$ cat src/rtl/seg_pkg.sv
// Shared definitions for the four-digit seven-segment scanner: digit count,
// display record layout, the segment code table and leading-zero helper.
package seg_pkg;

  localparam int NUM_DIGITS = 4;

  typedef struct packed {
    logic [15:0] value;
    logic [3:0]  dots;
    logic        lzb;
  } disp_t;

  // Active-low codes for hex 0..F; bit 7 is the dot position and stays 1 here.
  localparam logic [7:0] SEG_CODES [16] = '{
    8'hC0, 8'hF9, 8'hA4, 8'hB0, 8'h99, 8'h92, 8'h82, 8'hF8,
    8'h80, 8'h90, 8'h88, 8'h83, 8'hC6, 8'hA1, 8'h86, 8'h8E
  };

  // Digit 0 is never a leading zero; higher digits are when they and every
  // digit to their left are zero.
  function automatic logic lead_zero(input logic [15:0] value, input logic [1:0] index);
    logic z;
    z = 1'b0;
    case (index)
      2'd1:    z = (value[15:4] == '0);
      2'd2:    z = (value[15:8] == '0);
      2'd3:    z = (value[15:12] == '0);
      default: z = 1'b0;
    endcase
    return z;
  endfunction

endpackage

$ cat src/rtl/seg_decode.sv
// Combinational hex nibble to active-low seven-segment pattern (g..a).
module seg_decode
  import seg_pkg::*;
(
  input  logic [3:0] nibble,
  output logic [6:0] segs
);

  logic [7:0] code;

  assign code = SEG_CODES[nibble];
  assign segs = code[6:0];

endmodule

$ cat src/rtl/seg_scan.sv
// Time-multiplexed four-digit display driver with a one-deep pending buffer
// that is promoted to the displayed value only at frame boundaries.
module seg_scan
  import seg_pkg::*;
#(
  parameter int PRESCALE = 4096,
  parameter int BLANK    = 64
) (
  input  logic                  CLK,
  input  logic                  RST,
  input  logic                  in_valid,
  output logic                  in_ready,
  input  logic [15:0]           in_value,
  input  logic [3:0]            in_dots,
  input  logic                  in_lzb,
  output logic [7:0]            seg,
  output logic [NUM_DIGITS-1:0] dig,
  output logic                  frame_done
);

  localparam int CW = (PRESCALE > 1) ? $clog2(PRESCALE) : 1;
  localparam logic [CW-1:0] CNT_MAX = CW'(PRESCALE - 1);

  logic [CW-1:0]         cnt;
  logic [1:0]            idx;
  disp_t                 active;
  disp_t                 pend;
  logic                  pend_full;
  logic                  tc;
  logic                  boundary;
  logic                  accept;
  logic                  in_blank;
  logic                  lz;
  logic [3:0]            nib;
  logic [6:0]            dec;
  logic [7:0]            seg_next;
  logic [NUM_DIGITS-1:0] dig_next;

  assign tc       = (cnt == CNT_MAX);
  assign boundary = tc && (idx == 2'd3);
  assign in_ready = ~pend_full;
  assign accept   = in_valid && in_ready;

  generate
    if (BLANK == 0) begin : g_no_blank
      assign in_blank = 1'b0;
    end else begin : g_blank
      assign in_blank = (cnt < CW'(BLANK));
    end
  endgenerate

  always_ff @(posedge CLK or posedge RST) begin
    if (RST) begin
      cnt <= '0;
      idx <= 2'd0;
    end else if (tc) begin
      cnt <= '0;
      idx <= idx + 2'd1;
    end else begin
      cnt <= cnt + 1'b1;
    end
  end

  // Accept and promotion never coincide: accept needs an empty pending buffer,
  // so a value taken on the boundary cycle waits a full frame.
  always_ff @(posedge CLK or posedge RST) begin
    if (RST) begin
      active    <= '0;
      pend      <= '0;
      pend_full <= 1'b0;
    end else if (boundary && pend_full) begin
      active    <= pend;
      pend_full <= 1'b0;
    end else if (accept) begin
      pend      <= '{value: in_value, dots: in_dots, lzb: in_lzb};
      pend_full <= 1'b1;
    end
  end

  assign nib = active.value[{idx, 2'b00} +: 4];
  assign lz  = active.lzb && lead_zero(active.value, idx);

  seg_decode u_decode (
    .nibble (nib),
    .segs   (dec)
  );

  always_comb begin
    seg_next = 8'hFF;
    dig_next = '0;
    if (!in_blank) begin
      dig_next = NUM_DIGITS'(1) << idx;
      seg_next = {~active.dots[idx], (lz ? 7'h7F : dec)};
    end
  end

  always_ff @(posedge CLK or posedge RST) begin
    if (RST) begin
      seg        <= 8'hFF;
      dig        <= '0;
      frame_done <= 1'b0;
    end else begin
      seg        <= seg_next;
      dig        <= dig_next;
      frame_done <= boundary;
    end
  end

endmodule

$ cat config.mk
export PLATFORM = sky130hd
export DESIGN_NAME = seg_scan
export DESIGN_NICKNAME = d
export VERILOG_FILES = /design/src/rtl/seg_pkg.sv /design/src/rtl/seg_decode.sv /design/src/rtl/seg_scan.sv
export SDC_FILE = /design/constraint.sdc
export NUM_CORES = 1
export LEC_CHECK = 0
export CAP_MARGIN = 0
export CORE_UTILIZATION = 59
export DETAILED_ROUTE_END_ITERATION = 6
export PLACE_DENSITY = 0.85
export SLEW_MARGIN = 15
export SYNTH_ARGS = -nofsm -noshare
export SYNTH_HDL_FRONTEND = slang
export SYNTH_SLANG_ARGS = --single-unit
$ cat constraint.sdc
create_clock -name CLK -period 6.6 [get_ports CLK]
set_clock_uncertainty 0.15 [all_clocks]
set_input_delay 1.32 -clock CLK [delete_from_list [all_inputs] [get_ports CLK]]
set_output_delay 1.32 -clock CLK [all_outputs]
set_load 0.005 [all_outputs]
==> metrics.log <==
INFO  metric fp.coreArea = 5140 um^2
INFO  metric rows = 26
INFO  metric wl_met1 = ~2.4 mm
INFO  metric cts_tree = done
INFO  metric area_growth_syn_to_layout = 18.7%
INFO  metric max-clock-path-buffers = 2
INFO  metric totalNegativeSetupSlack = 0 ns
INFO  metric grt_max_degree = 71
INFO  metric combined_area_of_all_synthesized_cells = about 3200 um^2
INFO  metric static-leakage-power = 1.68 nW
INFO  metric power_density_relative_to_cell_area = 209 nW/um^2
INFO  metric drc = 0
INFO  metric hpwlAfterDp = between 3 and 4 mm
INFO  metric grt_setup_unrepaired = false
INFO  metric cts_resized = 0
INFO  metric grt.overflow.total = 0
INFO  metric timing_max_transition_violations_final = 0
INFO  metric critical_path.startpoint = seg[3]
INFO  metric finalWirelength = approximately 5.3 mm
INFO  metric clk_latency_worst_skew_pair = roughly 0.34 ns
INFO  metric ys_warn_count = 0
INFO  metric ys_top_cells_by_count = sky130_fd_sc_hd__dfrtp_1, sky130_fd_sc_hd__mux2_2, sky130_fd_sc_hd__nor2_1, sky130_fd_sc_hd__nand2_1, sky130_fd_sc_hd__ha_1
INFO  metric detailroute.wirelength.met3 = 241 um
INFO  metric post_synth_inst_count = roughly 240
INFO  metric global_route_usage_sum = 22.2%
INFO  metric ctsHtreeMaxLevel = 3
INFO  metric gp_routability_congestion = about 0.77
INFO  metric crit_slowest_cell = sky130_fd_sc_hd__dfstp_2
INFO  metric outcome = finished, final reports clean
INFO  metric synth-edff-count = 0
INFO  metric detail_route.vias_per_cell = 5.47
INFO  metric tightestPinTransition = 0.998 ns
INFO  metric firstDrtPassIters = 4
INFO  metric synth-seq-area-share = 55.9%
INFO  metric grt_pass1_wl = 8.94 mm
INFO  metric yosys.cell_count.top_type = sky130_fd_sc_hd__dfrtp_1
INFO  metric die_h = approximately 75 um
INFO  metric crit_chain = clkdlybuf4s50_1
INFO  metric initial_core_util = between 60% and 70%
INFO  metric final_min_period_over_clock_period = 42.7%
INFO  metric synth_top_area_cells = sky130_fd_sc_hd__dfrtp_1, sky130_fd_sc_hd__mux2_2, sky130_fd_sc_hd__dfstp_2
INFO  metric maxCapViolCount = 0
INFO  metric ys_types = 37
INFO  metric setup_viol = 0
INFO  metric die_area = about 5600 um^2
INFO  metric postCtsSetupBuffers = 0
INFO  metric final_net_count = between 300 and 400
INFO  metric timing.max_slew.rel_slack = ~33%
INFO  metric io-pin-count = 38
INFO  metric timing.final.ws_setup = approximately 3.8 ns
INFO  metric detail-route-antenna-nets = 0
INFO  metric place.port_buffers = 37
INFO  metric netlist.area_leader.share = 49.2%
INFO  metric maximum_ir_drop_on_the_vdd_rail = ~0.15 mV
INFO  metric synth.ff_latch_count = 70
INFO  metric clock_sinks = 70
INFO  metric critical_path_buf_inv_count = 1
INFO  metric number_of_clock_buffers_inserted_by_tritoncts = 9
INFO  metric hold_path_start = cnt[0]
INFO  metric floorplan.die.width = 75.1 um
INFO  metric clock-root-buffer = sky130_fd_sc_hd__clkbuf_8
INFO  metric detailedRoute.firstIterationViolations = approximately 130
INFO  metric postCtsHoldBufs = 0
INFO  metric timing.critical_path.required = ~5 ns
INFO  metric antenna-diode-count = 0
INFO  metric grt_pass1_vias = 1900
INFO  metric cts.clk_slew.worst_paths = approximately 0.070 ns
INFO  metric filler_cell_count_in_the_final_layout = 396
INFO  metric wire_per_inst = approximately 15 um
INFO  metric pre_cts_slack = around 3.7 ns
INFO  metric mappedNetlistNets = 280
INFO  metric final_core_density = a little over 70%
INFO  metric ys_dominant_reg_cell = sky130_fd_sc_hd__dfrtp_1
INFO  metric fmax = 355 MHz
INFO  metric yosysTopAreaCell = sky130_fd_sc_hd__dfrtp_1
INFO  metric timing.critical_path.max_delay_family = flip-flops
INFO  metric crit_path_start_kind = flop
INFO  metric post-route-min-period = 2.82 ns
INFO  metric syn-mean-instance-area = about 13 um^2
INFO  metric report.final.hold_viol_count = 0
INFO  metric ys_async_sr_fraction = 100%
INFO  metric grt_antenna_before_repair = 0
INFO  metric final_layout_size_suffix_gt1_share = between 20% and 30%
INFO  metric timing.hold.ws = ~0.33 ns
INFO  metric hold_path.class = flop to flop
INFO  metric worst-endpoint-arrival = about 1.4 ns
INFO  metric routed-wl-met2 = ~2.6 mm
INFO  metric critical_path.max_stage_delay = 0.52 ns
INFO  metric reg2reg_from = cnt[0]
INFO  metric worst_setup_path_end_kind = output port
INFO  metric cp_max_fo = 1
INFO  metric via_total_after_detailed_routing = between 1500 and 2000
INFO  metric category_of_the_critical_setup_timing_path = flop to output port
INFO  metric top_signal_layer_used = met4
## metal layers
metal / vias to the layer above / global-route usage, %
met5: - / 0
met4: 0 / 9.85
met3: 9 / 6.43
met2: 60 / 34.7
met1: 970 / 28.9
li1: 936 / -
## state kept, by name, indices dropped and copies added, names as in the netlist
signal	cells
pend_full	1
active	21
cnt	12
idx	2
seg	8
frame_done	1
dig	4
pend	21
## kinds of logic after synthesis
kind of cell / count (synthesis) / share of synthesized area, %
and+or+nand+nor: 59 / 9.25
DFF: 70 / 55.9
xor gates and xnor gates: 13 / 3.61
adders and majority gates: 12 / 4.77
AOI/OAI and AO/OA: 21 / 4.33
buffers and inverters: 17 / 2.66
muxes: 52 / 19.5
## per-stage QoR
stage | power [W] | cells | area (um^2)
after floorplan | 0.000476 | 244 | 3150
after global placement | 0.000494 | 345 | 3570
after detailed placement | 0.000496 | 345 | 3570
after CTS | 0.000793 | 361 | 3740
after global routing | 0.000810 | 361 | 3740
final | 0.000784 | 361 | 3740
## area by class of cell
cell class                 count  area, um^2  share of cell area (%)
sequential                    70        1760                    47.1
tap                           70        87.6                    2.34
inverter                       9        33.8                   0.903
multi-input combinational    157        1310                    34.9
clock buffer                  12         145                    3.88
timing repair buffer          39         385                    10.3
clock inverter                 4        22.5                   0.602
## placed cells by master, fill, tap and decap left out, types with 2 or more instances in the layout
cell type	count
sky130_fd_sc_hd__a211oi_1	3
sky130_fd_sc_hd__a21oi_1	7
sky130_fd_sc_hd__and2_1	5
sky130_fd_sc_hd__buf_4	2
sky130_fd_sc_hd__clkbuf_1	2
sky130_fd_sc_hd__clkbuf_8	10
sky130_fd_sc_hd__clkdlybuf4s50_1	37
sky130_fd_sc_hd__clkinv_2	3
sky130_fd_sc_hd__dfrtp_1	62
sky130_fd_sc_hd__dfstp_2	8
sky130_fd_sc_hd__ha_1	12
sky130_fd_sc_hd__inv_1	7
sky130_fd_sc_hd__mux2_2	44
sky130_fd_sc_hd__mux2i_1	5
sky130_fd_sc_hd__mux4_2	3
sky130_fd_sc_hd__nand2_1	13
sky130_fd_sc_hd__nand3_1	8
sky130_fd_sc_hd__nor2_1	18
sky130_fd_sc_hd__nor2b_1	2
sky130_fd_sc_hd__nor3_1	2
sky130_fd_sc_hd__nor4_1	4
sky130_fd_sc_hd__o211ai_1	2
sky130_fd_sc_hd__o21ai_0	3
sky130_fd_sc_hd__o221ai_1	2
sky130_fd_sc_hd__xnor2_1	9
sky130_fd_sc_hd__xor2_1	4
## worst paths after layout
| check | to | slack, ns | cells past startpoint |
|---|---|---|---|
| worst min-delay path | cnt[0] | 0.33 | 1 |
| worst min register to register | cnt[0] | 0.33 | 1 |
| worst max register to register | active[20] | 3.90 | 5 |
| min in group asynchronous | pend[2] | 1.39 | 3 |
| worst max-delay path | seg[3] | 3.78 | 1 |
| max in group asynchronous | pend[14] | 4.37 | 3 |
## where the power goes
group,leakage [nW],internal (W),switching (W)
combinational,0.697,0.0000230,0.0000130
clock,0.0861,0.000145,0.000151
sequential,0.898,0.000444,0.00000770
## worst reg2reg max path, cell delays in order (launching register included)
cell and delay [ns]:
sky130_fd_sc_hd__dfrtp_1 0.38, sky130_fd_sc_hd__ha_1 0.20, sky130_fd_sc_hd__nand3_1 0.13, sky130_fd_sc_hd__or3_1 0.45
sky130_fd_sc_hd__nor3_4 0.85, sky130_fd_sc_hd__mux2_2 0.43
Power figures use the tool's default switching activity.
